## src/rtl/sprite_position_tracker.sv

```systemverilog
// Frame-synchronous sprite position stage; the hit counter is built only with SPRITE_HIT_COUNT_EN.
// Latency: coordinates commit 4 edges after the v_sync falling-edge sample; frame_tick marks the commit.
// Backpressure: none; a v_sync fall arriving while an update is in flight is dropped, not queued.
module sprite_position_tracker #(
    parameter int H_ACTIVE    = 640,
    parameter int V_ACTIVE    = 480,
    parameter int SPRITE_SIZE = 16,
    parameter int X_CENTER    = 311,
    parameter int Y_CENTER    = 231,
    parameter int HIT_MAX     = 999
) (
    input  logic       pixel_clk,
    input  logic       reset_n,
    input  logic       v_sync,
    input  logic [9:0] tilt_x,
    input  logic [9:0] tilt_y,
    output logic [9:0] sprite_x1,
    output logic [9:0] sprite_x2,
    output logic [9:0] sprite_y1,
    output logic [9:0] sprite_y2,
    output logic [3:0] at_wall,
    output logic [9:0] hit_count,
    output logic       frame_tick
);

    localparam int X_MAX = H_ACTIVE - SPRITE_SIZE;
    localparam int Y_MAX = V_ACTIVE - SPRITE_SIZE;

    typedef enum logic [2:0] {
        IDLE,
        SAMPLE,
        CLAMP_X,
        CLAMP_Y,
        COMMIT
    } state_t;

    state_t     state_q, state_d;
    logic       vs_d_q;
    logic       start;
    logic [9:0] tilt_x_q, tilt_x_d;
    logic [9:0] tilt_y_q, tilt_y_d;
    logic [9:0] x1_new_q, x1_new_d;
    logic [9:0] y1_new_q, y1_new_d;
    logic [9:0] sprite_x1_q, sprite_x1_d;
    logic [9:0] sprite_x2_q, sprite_x2_d;
    logic [9:0] sprite_y1_q, sprite_y1_d;
    logic [9:0] sprite_y2_q, sprite_y2_d;
    logic [3:0] at_wall_q, at_wall_d;
    logic       frame_tick_q, frame_tick_d;
    logic [9:0] x2_new;
    logic [9:0] y2_new;
    logic [3:0] wall_new;

    // Centre plus signed tilt, saturated so the whole sprite stays on screen.
    function automatic logic [9:0] clamp_pos(input logic [9:0] tilt,
                                             input int center,
                                             input int max_pos);
        logic signed [11:0] raw;
        raw = signed'(12'(center)) + signed'({{2{tilt[9]}}, tilt});
        if (raw < 12'sd0) begin
            return 10'd0;
        end else if (raw > signed'(12'(max_pos))) begin
            return 10'(max_pos);
        end else begin
            return raw[9:0];
        end
    endfunction

    assign start    = vs_d_q & ~v_sync;
    assign x2_new   = x1_new_q + 10'(SPRITE_SIZE - 1);
    assign y2_new   = y1_new_q + 10'(SPRITE_SIZE - 1);
    assign wall_new = {y2_new == 10'(V_ACTIVE - 1), y1_new_q == 10'd0,
                       x2_new == 10'(H_ACTIVE - 1), x1_new_q == 10'd0};

    always_comb begin
        state_d      = state_q;
        tilt_x_d     = tilt_x_q;
        tilt_y_d     = tilt_y_q;
        x1_new_d     = x1_new_q;
        y1_new_d     = y1_new_q;
        sprite_x1_d  = sprite_x1_q;
        sprite_x2_d  = sprite_x2_q;
        sprite_y1_d  = sprite_y1_q;
        sprite_y2_d  = sprite_y2_q;
        at_wall_d    = at_wall_q;
        frame_tick_d = 1'b0;
        case (state_q)
            IDLE: begin
                if (start) state_d = SAMPLE;
            end
            SAMPLE: begin
                tilt_x_d = tilt_x;
                tilt_y_d = tilt_y;
                state_d  = CLAMP_X;
            end
            CLAMP_X: begin
                x1_new_d = clamp_pos(tilt_x_q, X_CENTER, X_MAX);
                state_d  = CLAMP_Y;
            end
            CLAMP_Y: begin
                y1_new_d = clamp_pos(tilt_y_q, Y_CENTER, Y_MAX);
                state_d  = COMMIT;
            end
            COMMIT: begin
                sprite_x1_d  = x1_new_q;
                sprite_x2_d  = x2_new;
                sprite_y1_d  = y1_new_q;
                sprite_y2_d  = y2_new;
                at_wall_d    = wall_new;
                frame_tick_d = 1'b1;
                state_d      = IDLE;
            end
            default: state_d = IDLE;
        endcase
    end

    always_ff @(posedge pixel_clk or negedge reset_n) begin
        if (!reset_n) begin
            state_q      <= IDLE;
            vs_d_q       <= 1'b0;
            tilt_x_q     <= '0;
            tilt_y_q     <= '0;
            x1_new_q     <= 10'(X_CENTER);
            y1_new_q     <= 10'(Y_CENTER);
            sprite_x1_q  <= 10'(X_CENTER);
            sprite_x2_q  <= 10'(X_CENTER + SPRITE_SIZE - 1);
            sprite_y1_q  <= 10'(Y_CENTER);
            sprite_y2_q  <= 10'(Y_CENTER + SPRITE_SIZE - 1);
            at_wall_q    <= '0;
            frame_tick_q <= 1'b0;
        end else begin
            state_q      <= state_d;
            vs_d_q       <= v_sync;
            tilt_x_q     <= tilt_x_d;
            tilt_y_q     <= tilt_y_d;
            x1_new_q     <= x1_new_d;
            y1_new_q     <= y1_new_d;
            sprite_x1_q  <= sprite_x1_d;
            sprite_x2_q  <= sprite_x2_d;
            sprite_y1_q  <= sprite_y1_d;
            sprite_y2_q  <= sprite_y2_d;
            at_wall_q    <= at_wall_d;
            frame_tick_q <= frame_tick_d;
        end
    end

    assign sprite_x1  = sprite_x1_q;
    assign sprite_x2  = sprite_x2_q;
    assign sprite_y1  = sprite_y1_q;
    assign sprite_y2  = sprite_y2_q;
    assign at_wall    = at_wall_q;
    assign frame_tick = frame_tick_q;

`ifdef SPRITE_HIT_COUNT_EN
    logic       prev_contact_q, prev_contact_d;
    logic [9:0] hit_count_q, hit_count_d;
    logic       contact;

    // Only a transition from no contact to contact counts; wall-to-corner slides do not.
    always_comb begin
        prev_contact_d = prev_contact_q;
        hit_count_d    = hit_count_q;
        contact        = |wall_new;
        if (state_q == COMMIT) begin
            prev_contact_d = contact;
            if (contact && !prev_contact_q && (hit_count_q < 10'(HIT_MAX))) begin
                hit_count_d = hit_count_q + 10'd1;
            end
        end
    end

    always_ff @(posedge pixel_clk or negedge reset_n) begin
        if (!reset_n) begin
            prev_contact_q <= 1'b0;
            hit_count_q    <= '0;
        end else begin
            prev_contact_q <= prev_contact_d;
            hit_count_q    <= hit_count_d;
        end
    end

    assign hit_count = hit_count_q;
`else
    assign hit_count = '0;
`endif

endmodule

```

## config.mk

```make
export PLATFORM = sky130hd
export DESIGN_NAME = sprite_position_tracker
export DESIGN_NICKNAME = d
export VERILOG_FILES = /design/src/rtl/sprite_position_tracker.sv
export SDC_FILE = /design/constraint.sdc
export NUM_CORES = 1
export LEC_CHECK = 0
export ABC_AREA = 1
export ABC_CLOCK_PERIOD_IN_PS = 2400
export CORE_ASPECT_RATIO = 0.75
export CORE_UTILIZATION = 50
export DETAILED_ROUTE_END_ITERATION = 8
export PLACE_DENSITY = 0.73
export SETUP_SLACK_MARGIN = 0.1
export SYNTH_ARGS = -nofsm -noshare
export SYNTH_HDL_FRONTEND = slang
export SYNTH_SLANG_ARGS = --single-unit
```

## constraint.sdc

```tcl
create_clock -name pixel_clk -period 2.4 [get_ports pixel_clk]
set_clock_uncertainty 0.1 [all_clocks]
set_input_delay 0.48 -clock pixel_clk [delete_from_list [all_inputs] [get_ports pixel_clk]]
set_output_delay 0.48 -clock pixel_clk [all_outputs]
set_load 0.05 [all_outputs]
```

**Word-level counts from Yosys, hierarchy flattened**

Index checks and enable logic that the tools add are counted.

- Logic and storage cells: 39
- Flip-flop bits (word level): 89

- Add/subtract/negate cells: 4
- $lt $le $gt $ge: 4
- Equal/unequal tests: 7
- Bitwise gates (word level): 2
- Reductions and logical operators: 3
- Muxes and demuxes: 7

Operators with widths:

| kind | number |
|---|---|
| 10-bit two-way mux | 4 |
| 11-bit by 1-bit less-than comparator with 1-bit output (second input constant) | 2 |
| 10-bit by 4-bit adder with 10-bit output (second input constant) | 2 |
| 10-bit zero test | 2 |
| 3-bit one-hot mux with 4 select lines | 1 |
| 10-bit by 10-bit adder with 11-bit output (first input constant) | 1 |
| 9-bit by 10-bit adder with 11-bit output (first input constant) | 1 |
| 11-bit by 10-bit greater-than comparator with 1-bit output (second input constant) | 1 |
| 11-bit greater-than comparator (second input constant) | 1 |
| 10-bit equality test (second input constant) | 1 |
| 10-bit by 9-bit equality test with 1-bit output (second input constant) | 1 |
| 3-bit by 2-bit equality test with 1-bit output (second input constant) | 2 |
| 3-bit by 1-bit equality test with 1-bit output (second input constant) | 1 |
| 3-bit equality test (second input constant) | 1 |
| 3-bit zero test | 1 |
| 3-bit two-way mux | 1 |
| 2-bit != test (second input constant) | 1 |
| 1-bit bitwise AND | 1 |
| 1-bit two-way mux | 1 |
| 1-bit NOT | 1 |

**Depth between registers and ports, before layout**

Gate-level depths: netlist of run 1.

- Depth after elaboration: 4
- Depth in mapped cells: 15

**Worst setup path before layout of run 1**

Ideal clock, no wire load.

- Path kind: reg-to-reg
- From: register tilt_x_q[0]
- To: register x1_new_q[6]
- Slack: 0.737 ns
- Arrival time: 1.446 ns
- Cell stages (with the launch flop): 14
- Period minus slack after synthesis: 1.663 ns
- Path through: dfrtp_1 > inv_1 > ha_1 > nand2_2 > nand2_2 > nand2_2 > nand2_1 > nand2_1 > nor2_1 > nor2_4 > nand2_4 > nand2_1 > nand2_1 > nand2_1

- Word-level cells in the longest chain between the ends: 4
- Elaborated cells between the ends (all ways): 5
- Those cells by class: 1 x add/sub; 2 x order compare; 2 x mux

RTL lines:

| item | RTL line | text |
|---|---|---|
| start: declaration | 40 | `logic [9:0] tilt_x_q, tilt_x_d;` |
| start signal: assignment | 134 | `tilt_x_q <= tilt_x_d;` |
| 10-bit by 10-bit adder with 11-bit output * | 59 | `raw = signed'(12'(center)) + signed'({{2{tilt[9]}}, tilt});` |
| 11-bit greater-than comparator | 62 | `end else if (raw > signed'(12'(max_pos))) begin` |
| 10-bit two-way mux | 62 |  |
| 10-bit two-way mux * | 60 | `if (raw < 12'sd0) begin` |
| end signal: assignment | 123 | `x1_new_q <= 10'(X_CENTER);` |
| end signal: assignment | 136 | `x1_new_q <= x1_new_d;` |
| end: declaration | 42 | `logic [9:0] x1_new_q, x1_new_d;` |

Every way passes the cells marked *; elsewhere a longest branch is shown, timed or not.
A chain may end at the register's enable or synchronous reset.

**Final worst setup path of run 1**

- From: register sprite_y1_q[7], in the netlist sprite_y1[7]
- To: output sprite_y1[7]

RTL lines:

| item | RTL line | text |
|---|---|---|
| start: declaration | 46 | `logic [9:0] sprite_y1_q, sprite_y1_d;` |
| start signal: assignment | 127 | `sprite_y1_q <= 10'(Y_CENTER);` |
| start signal: assignment | 140 | `sprite_y1_q <= sprite_y1_d;` |
| end: declaration | 19 | `output logic [9:0] sprite_y1,` |

No word-level cell between the ends.

==> metrics.md, run 1 <==
| Metric | Value |
|---|---|
| Vias/cell | `5.04` |
| # IOs | `78` |
| Filler cells | `703` |
| Slowest stage cell, crit path | `clkdlybuf4s50_1` |
| Hold Crit Endpoint | `y1_new_q[0]$_DFFE_PN1P_` |
| Final setup margin | `0.146 ns` |
| Fraction of synthesis flops using an asynchronous set or reset pin | `100%` |
| Routed wire length | `9.37 mm` |
| Placer Congestion | `0.816` |
| Area grow syn2layout | `24.8%` |
| Worst Path Buf+Inv | `1` |
| RSZ-0062 raised after global routing | `false` |
| Largest net degree at the start of global routing | `46` |
| Worst-Skew Late Latency | `0.33 ns` |
| Area of the multi-input gates | `1830 µm²` |
| Hold Path Depth | `1` |
| DPL Wire Length | `6.97 mm` |
| Clock Tree Buf Depth | `2` |
| Layout cells sized above 1 | `15.3%` |
| Final Max Slew Viols | `0` |
| Port bufs | `67` |
| Initial antenna violation count | `0` |
| Worst Path Arrival | `1.67 ns` |
| Pwr/cell area | `1630 nW/µm²` |
| Avg WL per Cell | `13.1 µm` |
| Worst VDD drop | `1020 µV` |
| Placement Rows | `29` |
| Initial Utilization | `51.8%` |
| Hold WC Path Type | `reg2reg` |
| Pre-CTS WS | `0.490 ns` |
| Crit start category | `register` |
| Total die area | `9210 µm²` |
| Setup Viol. Count Final | `0` |
| Crit share post-route | `93.9%` |
| CP Class | `reg2out` |
| Lkg Pwr | `2.59 nW` |
| Slew HR | `62.1%` |
| Number of synthesized flops with an enable pin | `0` |
| Via count | `3601` |
| CP max stage delay | `0.80 ns` |
| Final Util | `64.6%` |
| Post-layout nets | `633` |
| Antenna diode count | `0` |
| Post-route DRC | `0` |
| First-pass GRT wire length | `16.2 mm` |
| Post-Syn Instances | `529` |
| Core ar. | `8530 µm²` |
| Htree depth | `3` |
| Cts repair resizes | `0` |
| Clock slew at reported path FFs | `0.06 ns` |
| Number of distinct library cells after synthesis | `37` |
| Avg Inst Size Synth | `8.35 µm²` |
| Crit-path max FO | `2` |
| Final non-filler cell total | `715` |
| Clock Sinks | `89` |
| Global route total overflow | `0` |
| Min Tclk post-route | `2.25 ns` |
| Post-synthesis cell area | `4420 µm²` |
| Dominant synthesized flop cell | `dfrtp_1` |
| Total track usage | `21.5%` |
| Register area share after synthesis | `51.4%` |
| FF-to-FF Start | `x1_new_q[0]$_DFFE_PN1N_` |
| Commonest non-fill, non-tap cell in the layout | `nand2_1` |
| Non-Filler Cell Area, Final | `5510 µm²` |
| Routed Antenna Nets | `0` |
| Hold slack | `0.363 ns` |
| Placed Instances | `698` |
| Die Span Y | `83.4 µm` |
| Status | `finished, final reports clean` |
| Worst EP required | `1.82 ns` |
| Max Clk Rate | `444 MHz` |
| Crit-path cells | `clkdlybuf4s50_1` |
| Yosys warns | `0` |
| Critical path capture point type | `output port` |
| Most frequent cells in the layout | `nand2_1 (146), clkdlybuf4s50_1 (66), nor2_1 (56)` |
| CTS tree | `yes` |
| Vias in the first global route | `3422` |
| Total CTS buffers | `9` |
| Slew @ Worst Pin | `0.567 ns` |
| Crit path max-delay family | `buffers and inverters` |
| Register area | `2270 µm²` |
| Number of max-cap violations | `0` |
| Hold violation total from the final report | `0` |
| Die Wd | `111 µm` |
| Clock Root Buffer | `clkbuf_16` |
| FF+latch count, synth | `89` |
| Placed cell area | `5180 µm²` |
| Worst reg2reg endpoint | `at_wall[1]$_DFFE_PN0P_` |
| Setup TNS | `0 ns` |
| Reg2Reg Depth | `10` |
| Hold path startpoint | `tilt_y_q[0]$_DFFE_PN0P_` |
| First-pass DRT Iterations | `4` |
| Post-CTS setup buffers | `0` |
| Starting DRT DRC Count | `170` |
| Register-to-register setup slack | `0.50 ns` |
| Overall Power | `8.97 mW` |
## registers in the layout, indices dropped and copies added, names as in the netlist
register / cells
state_q: 3
sprite_x1: 10
tilt_x_q: 10
vs_d_q: 1
sprite_x2: 10
tilt_y_q: 10
at_wall: 4
sprite_y1: 10
frame_tick: 1
x1_new_q: 10
sprite_y2: 10
y1_new_q: 10
## where the power goes
group	internal [mW]	switching, mW
Sequential	2.35	0.494
Clock	0.875	0.573
Combinational	1.51	3.17
## kinds of logic (layout without fill, tap and decap cells)
logic type,after synthesis,in the layout,synth area share (%)
buffers and inverters,80,149,7.93
other,1,10,0.0849
adders and majority gates,8,8,2.27
xor gates and xnor gates,7,7,1.39
and+or+nand+nor,266,266,26.9
AOI/OAI and AO/OA,77,77,9.72
DFF,89,89,51.4
muxes,1,1,0.255
## worst max path at each step
stage | startpoint | to | depth (start not counted)
finish | sprite_y1[7]$_DFFE_PN1P_ | sprite_y1[7] | 1
global route | sprite_y1[7]$_DFFE_PN1P_ | sprite_y1[7] | 1
CTS | sprite_y1[7]$_DFFE_PN1P_ | sprite_y1[7] | 1
detailed placement | sprite_y1[7]$_DFFE_PN1P_ | sprite_y1[7] | 1
global placement | sprite_y1[0]$_DFFE_PN1P_ | sprite_y1[0] | 1
floorplan | tilt_x_q[0]$_DFFE_PN0P_ | x1_new_q[6]$_DFFE_PN0N_ | 13
## per-layer routing
layer	part of all wire (%)	up-vias	GRT usage, %	wire length, µm
met5	0	-	0	0
met3	4.9	14	4.38	461
met1	51	1656	32.0	4750
met4	1.5	0	6.55	140
li1	-	1822	-	-
met2	43	109	31.7	4020
## synthesized netlist by cell type (2+ instances only)
library cell  number  area, µm²
nand3_2            3       30.0
a21oi_1           19       95.1
nand3b_1           3       22.5
nand3_1           27        135
o31ai_1            3       22.5
nand2_2           10       62.6
dfrtp_1           55       1380
nand2_1          146        548
dfstp_2           34        893
xor2_1             7       61.3
o21ai_0           33        165
nor3_4             2       32.5
nor2_2             4       25.0
inv_2              6       22.5
o21ai_2            3       26.3
nand4_1            8       50.1
buf_2              4       20.0
nor3_2             2       20.0
o22ai_1            5       31.3
a31oi_1            4       25.0
ha_1               8        100
buf_4             10       75.1
nand4_2            2       25.0
nor2_1            56        210
inv_1             51        191
o21ai_1            8       40.0
clkbuf_1           6       22.5
## cell type report
class | count | share of cell area, %
clock buffers | 11 | 4.61
clock inverters | 5 | 1.14
inverters | 58 | 3.95
multi-input cells | 369 | 33.2
flip-flops and latches | 89 | 41.2
well taps | 108 | 2.45
repair buffers | 75 | 13.5
## what timing repair did
item | CTS | global route
endpoints found under the hold margin | 15 | 0
hold buffers | 1 | 0
setup endpoints to repair | 0 | 0
Power figures use the tool's default switching activity.
==> run 2: changes to the inputs <==
--- a/config.mk
+++ b/config.mk
@@ -8,9 +8,9 @@
 export ABC_AREA = 1
 export ABC_CLOCK_PERIOD_IN_PS = 2400
 export CORE_ASPECT_RATIO = 0.75
-export CORE_UTILIZATION = 50
+export CORE_UTILIZATION = 53
 export DETAILED_ROUTE_END_ITERATION = 8
-export PLACE_DENSITY = 0.73
+export PLACE_DENSITY = 0.77
 export SETUP_SLACK_MARGIN = 0.1
 export SYNTH_ARGS = -nofsm -noshare
 export SYNTH_HDL_FRONTEND = slang
==> run 2 against run 1 <==
  * First-iteration DRC count shrank 9.4%
  * Non-clock buffer count fell by 1
  * Via count shrank 1.0%
  * Largest power group unchanged
  * Die area down 5.5%
  * Flip-flop and latch count unchanged
  * Critical path depth stayed put
  * Register-to-register slack barely moved
  * Combinational power down 0.9%
==> metrics.md, run 2 (synthesized netlist as in run 1, its figures left out) <==
| Metric | Value |
|---|---|
| Status | `finished, final reports clean` |
| Total track usage | `23.3%` |
| First-pass GRT wire length | `15.7 mm` |
| Post-layout nets | `632` |
| Most frequent cells in the layout | `nand2_1 (146), nor2_1 (56), dfrtp_1 (55)` |
| CP max stage delay | `0.82 ns` |
| Final non-filler cell total | `711` |
| Max Clk Rate | `471 MHz` |
| Clock Tree Buf Depth | `2` |
| Final Util | `68.0%` |
| Clock slew at reported path FFs | `0.09 ns` |
| Non-Filler Cell Area, Final | `5430 µm²` |
| Clock Sinks | `89` |
| Worst-Skew Late Latency | `0.36 ns` |
| Commonest non-fill, non-tap cell in the layout | `nand2_1` |
| Crit path max-delay family | `buffers and inverters` |
| Register-to-register setup slack | `0.50 ns` |
| Hold path startpoint | `sprite_y2[2]$_DFFE_PN1P_` |
| Placed Instances | `694` |
| Critical path capture point type | `output port` |
| Routed Antenna Nets | `0` |
| Slowest stage cell, crit path | `clkdlybuf4s50_1` |
| Total die area | `8700 µm²` |
| Total CTS buffers | `9` |
| Initial Utilization | `55.3%` |
| Vias in the first global route | `3368` |
| Initial antenna violation count | `0` |
| Placed cell area | `5170 µm²` |
| Crit-path max FO | `2` |
| CP Class | `reg2out` |
| Crit-path cells | `clkdlybuf4s50_1` |
| Hold violation total from the final report | `0` |
| Worst VDD drop | `778 µV` |
| FF-to-FF Start | `tilt_x_q[0]$_DFFE_PN0P_` |
| Placer Congestion | `0.836` |
| Port bufs | `67` |
| Routed wire length | `9.11 mm` |
| Min Tclk post-route | `2.12 ns` |
| Overall Power | `8.48 mW` |
| Final setup margin | `0.278 ns` |
| Vias/cell | `5.01` |
| CTS tree | `yes` |
| Clock Root Buffer | `clkbuf_8` |
| Hold Path Depth | `2` |
| Global route total overflow | `0` |
| Pwr/cell area | `1560 nW/µm²` |
| Final Max Slew Viols | `0` |
| Worst Path Arrival | `1.54 ns` |
| Worst reg2reg endpoint | `x1_new_q[7]$_DFFE_PN0N_` |
| Die Span Y | `81.0 µm` |
| Reg2Reg Depth | `11` |
| Die Wd | `107 µm` |
| Hold WC Path Type | `reg2reg` |
| Hold Crit Endpoint | `sprite_y2[2]$_DFFE_PN1P_` |
| First-pass DRT Iterations | `4` |
| Placement Rows | `28` |
| Crit share post-route | `88.4%` |
| Filler cells | `683` |
| Setup Viol. Count Final | `0` |
| Avg WL per Cell | `12.8 µm` |
| Worst Path Buf+Inv | `1` |
| DPL Wire Length | `6.76 mm` |
| Area grow syn2layout | `23.0%` |
| Via count | `3564` |
| Crit start category | `register` |
| Lkg Pwr | `2.80 nW` |
| Layout cells sized above 1 | `15.2%` |
| Largest net degree at the start of global routing | `45` |
| Starting DRT DRC Count | `154` |
| RSZ-0062 raised after global routing | `false` |
| # IOs | `78` |
| Post-CTS setup buffers | `0` |
| Antenna diode count | `0` |
| Number of max-cap violations | `0` |
| Slew @ Worst Pin | `0.540 ns` |
| Worst EP required | `1.82 ns` |
| Slew HR | `64.0%` |
| Htree depth | `3` |
| Core ar. | `7990 µm²` |
| Setup TNS | `0 ns` |
| Hold slack | `0.371 ns` |
| Pre-CTS WS | `0.505 ns` |
| Post-route DRC | `0` |
[run 2: area by class of cell]
class,count,area [µm²],share of cell area [%]
inverter,58,218,4.01
multi-input combinational,369,1830,33.7
sequential,89,2270,41.8
timing repair buffer,74,787,14.5
clock buffer,10,128,2.35
clock inverter,6,68.8,1.27
tap,105,131,2.42
[run 2: layer usage]
layer  share of wire (%)  track usage (%)
met1                  51             33.6
met2                  43             35.3
met3                 4.8             6.18
met4                 1.0             5.48
met5                   0                0
[run 2: how the worst max path moves through the flow]
stage	cells past startpoint	endpoint	slack, ns	startpoint
floorplan	13	x1_new_q[6]$_DFFE_PN0N_	0.74	tilt_x_q[0]$_DFFE_PN0P_
global placement	1	sprite_y2[1]	0.52	sprite_y2[1]$_DFFE_PN1P_
detailed placement	1	sprite_x1[8]	0.51	sprite_x1[8]$_DFFE_PN1P_
CTS	1	sprite_x2[8]	0.10	sprite_x2[8]$_DFFE_PN1P_
global route	1	sprite_y1[8]	0.21	sprite_y1[8]$_DFFE_PN0P_
finish	1	sprite_x2[9]	0.28	sprite_x2[9]$_DFFE_PN0P_
[run 2: repair_timing]
action	CTS	global route
setup endpoints to repair	1	21
hold buffers	1	0
endpoints found under the hold margin	18	0
resized for setup	1	21
[run 2: power by group]
| part | internal [mW] | switching [mW] | total, mW | leakage [nW] |
|---|---|---|---|---|
| clock | 0.487 | 0.547 | 1.03 | 0.0968 |
| combinational | 1.47 | 3.15 | 4.63 | 1.68 |
| sequential | 2.34 | 0.478 | 2.82 | 1.02 |
==> run 3: changes to the inputs <==
--- a/config.mk
+++ b/config.mk
@@ -11,6 +11,7 @@
 export CORE_UTILIZATION = 53
 export DETAILED_ROUTE_END_ITERATION = 8
 export PLACE_DENSITY = 0.77
+export REMOVE_ABC_BUFFERS = 1
 export SETUP_SLACK_MARGIN = 0.1
 export SYNTH_ARGS = -nofsm -noshare
 export SYNTH_HDL_FRONTEND = slang
==> run 3 against run 2 <==
  * Combinational power about the same
  * Largest power group unchanged
  * Hold slack gained 0.0039 ns
  * Sequential power about the same
  * Critical path depth did not move
  * Non-clock buffer count is the same
  * Critical endpoint is now sprite_y2[1]
  * Final area up 0.64%
  * Fmax is 5.9% lower
  * Via count up 0.28%
  * Die area unchanged
  * Largest cell class unchanged
==> metrics.md, run 3 (synthesized netlist as in run 1, its figures left out) <==
| Metric | Value |
|---|---|
| Status | `finished, final reports clean` |
| Worst VDD drop | `988 µV` |
| Most frequent cells in the layout | `nand2_1 (146), nor2_1 (56), dfrtp_1 (55)` |
| Final Max Slew Viols | `0` |
| Number of max-cap violations | `0` |
| Setup Viol. Count Final | `0` |
| Crit-path cells | `clkdlybuf4s50_1` |
| Worst Path Arrival | `1.67 ns` |
| Placed cell area | `5170 µm²` |
| Post-layout nets | `632` |
| Pwr/cell area | `1590 nW/µm²` |
| FF-to-FF Start | `tilt_y_q[0]$_DFFE_PN0P_` |
| Post-route DRC | `0` |
| First-pass DRT Iterations | `5` |
| Antenna diode count | `0` |
| Port bufs | `67` |
| Reg2Reg Depth | `12` |
| First-pass GRT wire length | `15.4 mm` |
| Non-Filler Cell Area, Final | `5470 µm²` |
| Register-to-register setup slack | `0.49 ns` |
| Slowest stage cell, crit path | `clkdlybuf4s50_1` |
| Htree depth | `3` |
| Largest net degree at the start of global routing | `41` |
| Starting DRT DRC Count | `159` |
| Routed wire length | `9.24 mm` |
| Avg WL per Cell | `13.0 µm` |
| Crit path max-delay family | `buffers and inverters` |
| Vias in the first global route | `3195` |
| Hold path startpoint | `sprite_x2[2]$_DFFE_PN1P_` |
| Setup TNS | `0 ns` |
| Worst EP required | `1.82 ns` |
| Slew HR | `64.3%` |
| Min Tclk post-route | `2.25 ns` |
| Commonest non-fill, non-tap cell in the layout | `nand2_1` |
| Total track usage | `22.6%` |
| Crit share post-route | `93.9%` |
| CP max stage delay | `0.79 ns` |
| Slew @ Worst Pin | `0.534 ns` |
| Crit start category | `register` |
| Clock Tree Buf Depth | `2` |
| Initial antenna violation count | `0` |
| Total die area | `8700 µm²` |
| CP Class | `reg2out` |
| # IOs | `78` |
| Clock slew at reported path FFs | `0.09 ns` |
| Filler cells | `661` |
| Global route total overflow | `0` |
| Clock Sinks | `89` |
| Vias/cell | `5.03` |
| Hold Path Depth | `2` |
| Core ar. | `7990 µm²` |
| Worst-Skew Late Latency | `0.34 ns` |
| DPL Wire Length | `6.63 mm` |
| Placer Congestion | `0.859` |
| Die Span Y | `81.0 µm` |
| Final non-filler cell total | `711` |
| Overall Power | `8.68 mW` |
| Worst Path Buf+Inv | `1` |
| Worst reg2reg endpoint | `y1_new_q[4]$_DFFE_PN0P_` |
| Placement Rows | `28` |
| Register area | `2270 µm²` |
| Via count | `3574` |
| Crit-path max FO | `2` |
| Hold violation total from the final report | `0` |
| Max Clk Rate | `444 MHz` |
| Routed Antenna Nets | `0` |
| Hold Crit Endpoint | `sprite_x2[2]$_DFFE_PN1P_` |
| Area grow syn2layout | `23.8%` |
| Die Wd | `107 µm` |
| Hold WC Path Type | `reg2reg` |
| Critical path capture point type | `output port` |
| Placed Instances | `694` |
| Clock Root Buffer | `clkbuf_8` |
| Total CTS buffers | `9` |
| CTS tree | `yes` |
| RSZ-0062 raised after global routing | `false` |
| Layout cells sized above 1 | `15.2%` |
| Lkg Pwr | `2.77 nW` |
| Final Util | `68.4%` |
| Area of the multi-input gates | `1830 µm²` |
| Initial Utilization | `55.3%` |
==> run 3: changes by cell type in the layout (fill, tap and decap cells not counted), sizes merged <==
cell / change
bufinv: +1
clkbuf: +1
clkdlybuf4s50: +4
clkinv: -2
dlygate4sd2: -1
dlymetal6s2s: -3
==> run 3: repair_timing <==
item | 4_1_cts | 5_1_grt
buffers inserted | 0 | 0
endpoints found under the hold margin | 26 | 0
hold buffers | 1 | 0
gates resized for setup | 0 | 18
setup endpoints to repair | 0 | 18
==> run 3: layer usage <==
metal	vias up	GRT usage, %	wire [µm]
li1	1813	-	-
met1	1649	33.8	4570
met2	106	34.1	4160
met3	6	4.57	454
met4	0	4.52	51
met5	-	0	0
==> run 3: how the worst max path moves through the flow <==
stage | from | to | slack, ns | depth (start not counted)
6_report | sprite_y2[1]$_DFFE_PN1P_ | sprite_y2[1] | 0.15 | 1
3_3_place_gp | sprite_y1[2]$_DFFE_PN1P_ | sprite_y1[2] | 0.52 | 1
4_1_cts | sprite_y2[4]$_DFFE_PN1P_ | sprite_y2[4] | 0.11 | 1
5_1_grt | sprite_y2[7]$_DFFE_PN1P_ | sprite_y2[7] | 0.10 | 1
2_1_floorplan | state_q[2]$_DFFE_PN0P_ | tilt_y_q[7]$_DFFE_PN0P_ | 0.49 | 3
3_5_place_dp | sprite_y2[4]$_DFFE_PN1P_ | sprite_y2[4] | 0.51 | 1
==> run 3: final cells by class <==
type                       instances  share of cell area (%)
sequential                        89                    41.5
multi-input combinational        369                    33.5
timing repair buffer              74                    14.3
inverter                          58                    3.98
clock buffer                      11                    2.79
tap                              105                    2.40
clock inverter                     5                    1.56
==> run 3: stage by stage <==
| step | setup slack (ns) | hold slack (ns) |
|---|---|---|
| 2_1_floorplan | 0.487 | 0.0844 |
| 3_3_place_gp | 0.523 | 0.347 |
| 3_5_place_dp | 0.506 | 0.350 |
| 4_1_cts | 0.113 | 0.378 |
| 5_1_grt | 0.102 | 0.402 |
| 6_report | 0.146 | 0.375 |
==> run 3: report_power, final <==
part / internal [mW] / total [mW] / switching (mW)
Combinational: 1.49 / 4.66 / 3.18
Clock: 0.656 / 1.19 / 0.533
Sequential: 2.34 / 2.83 / 0.491
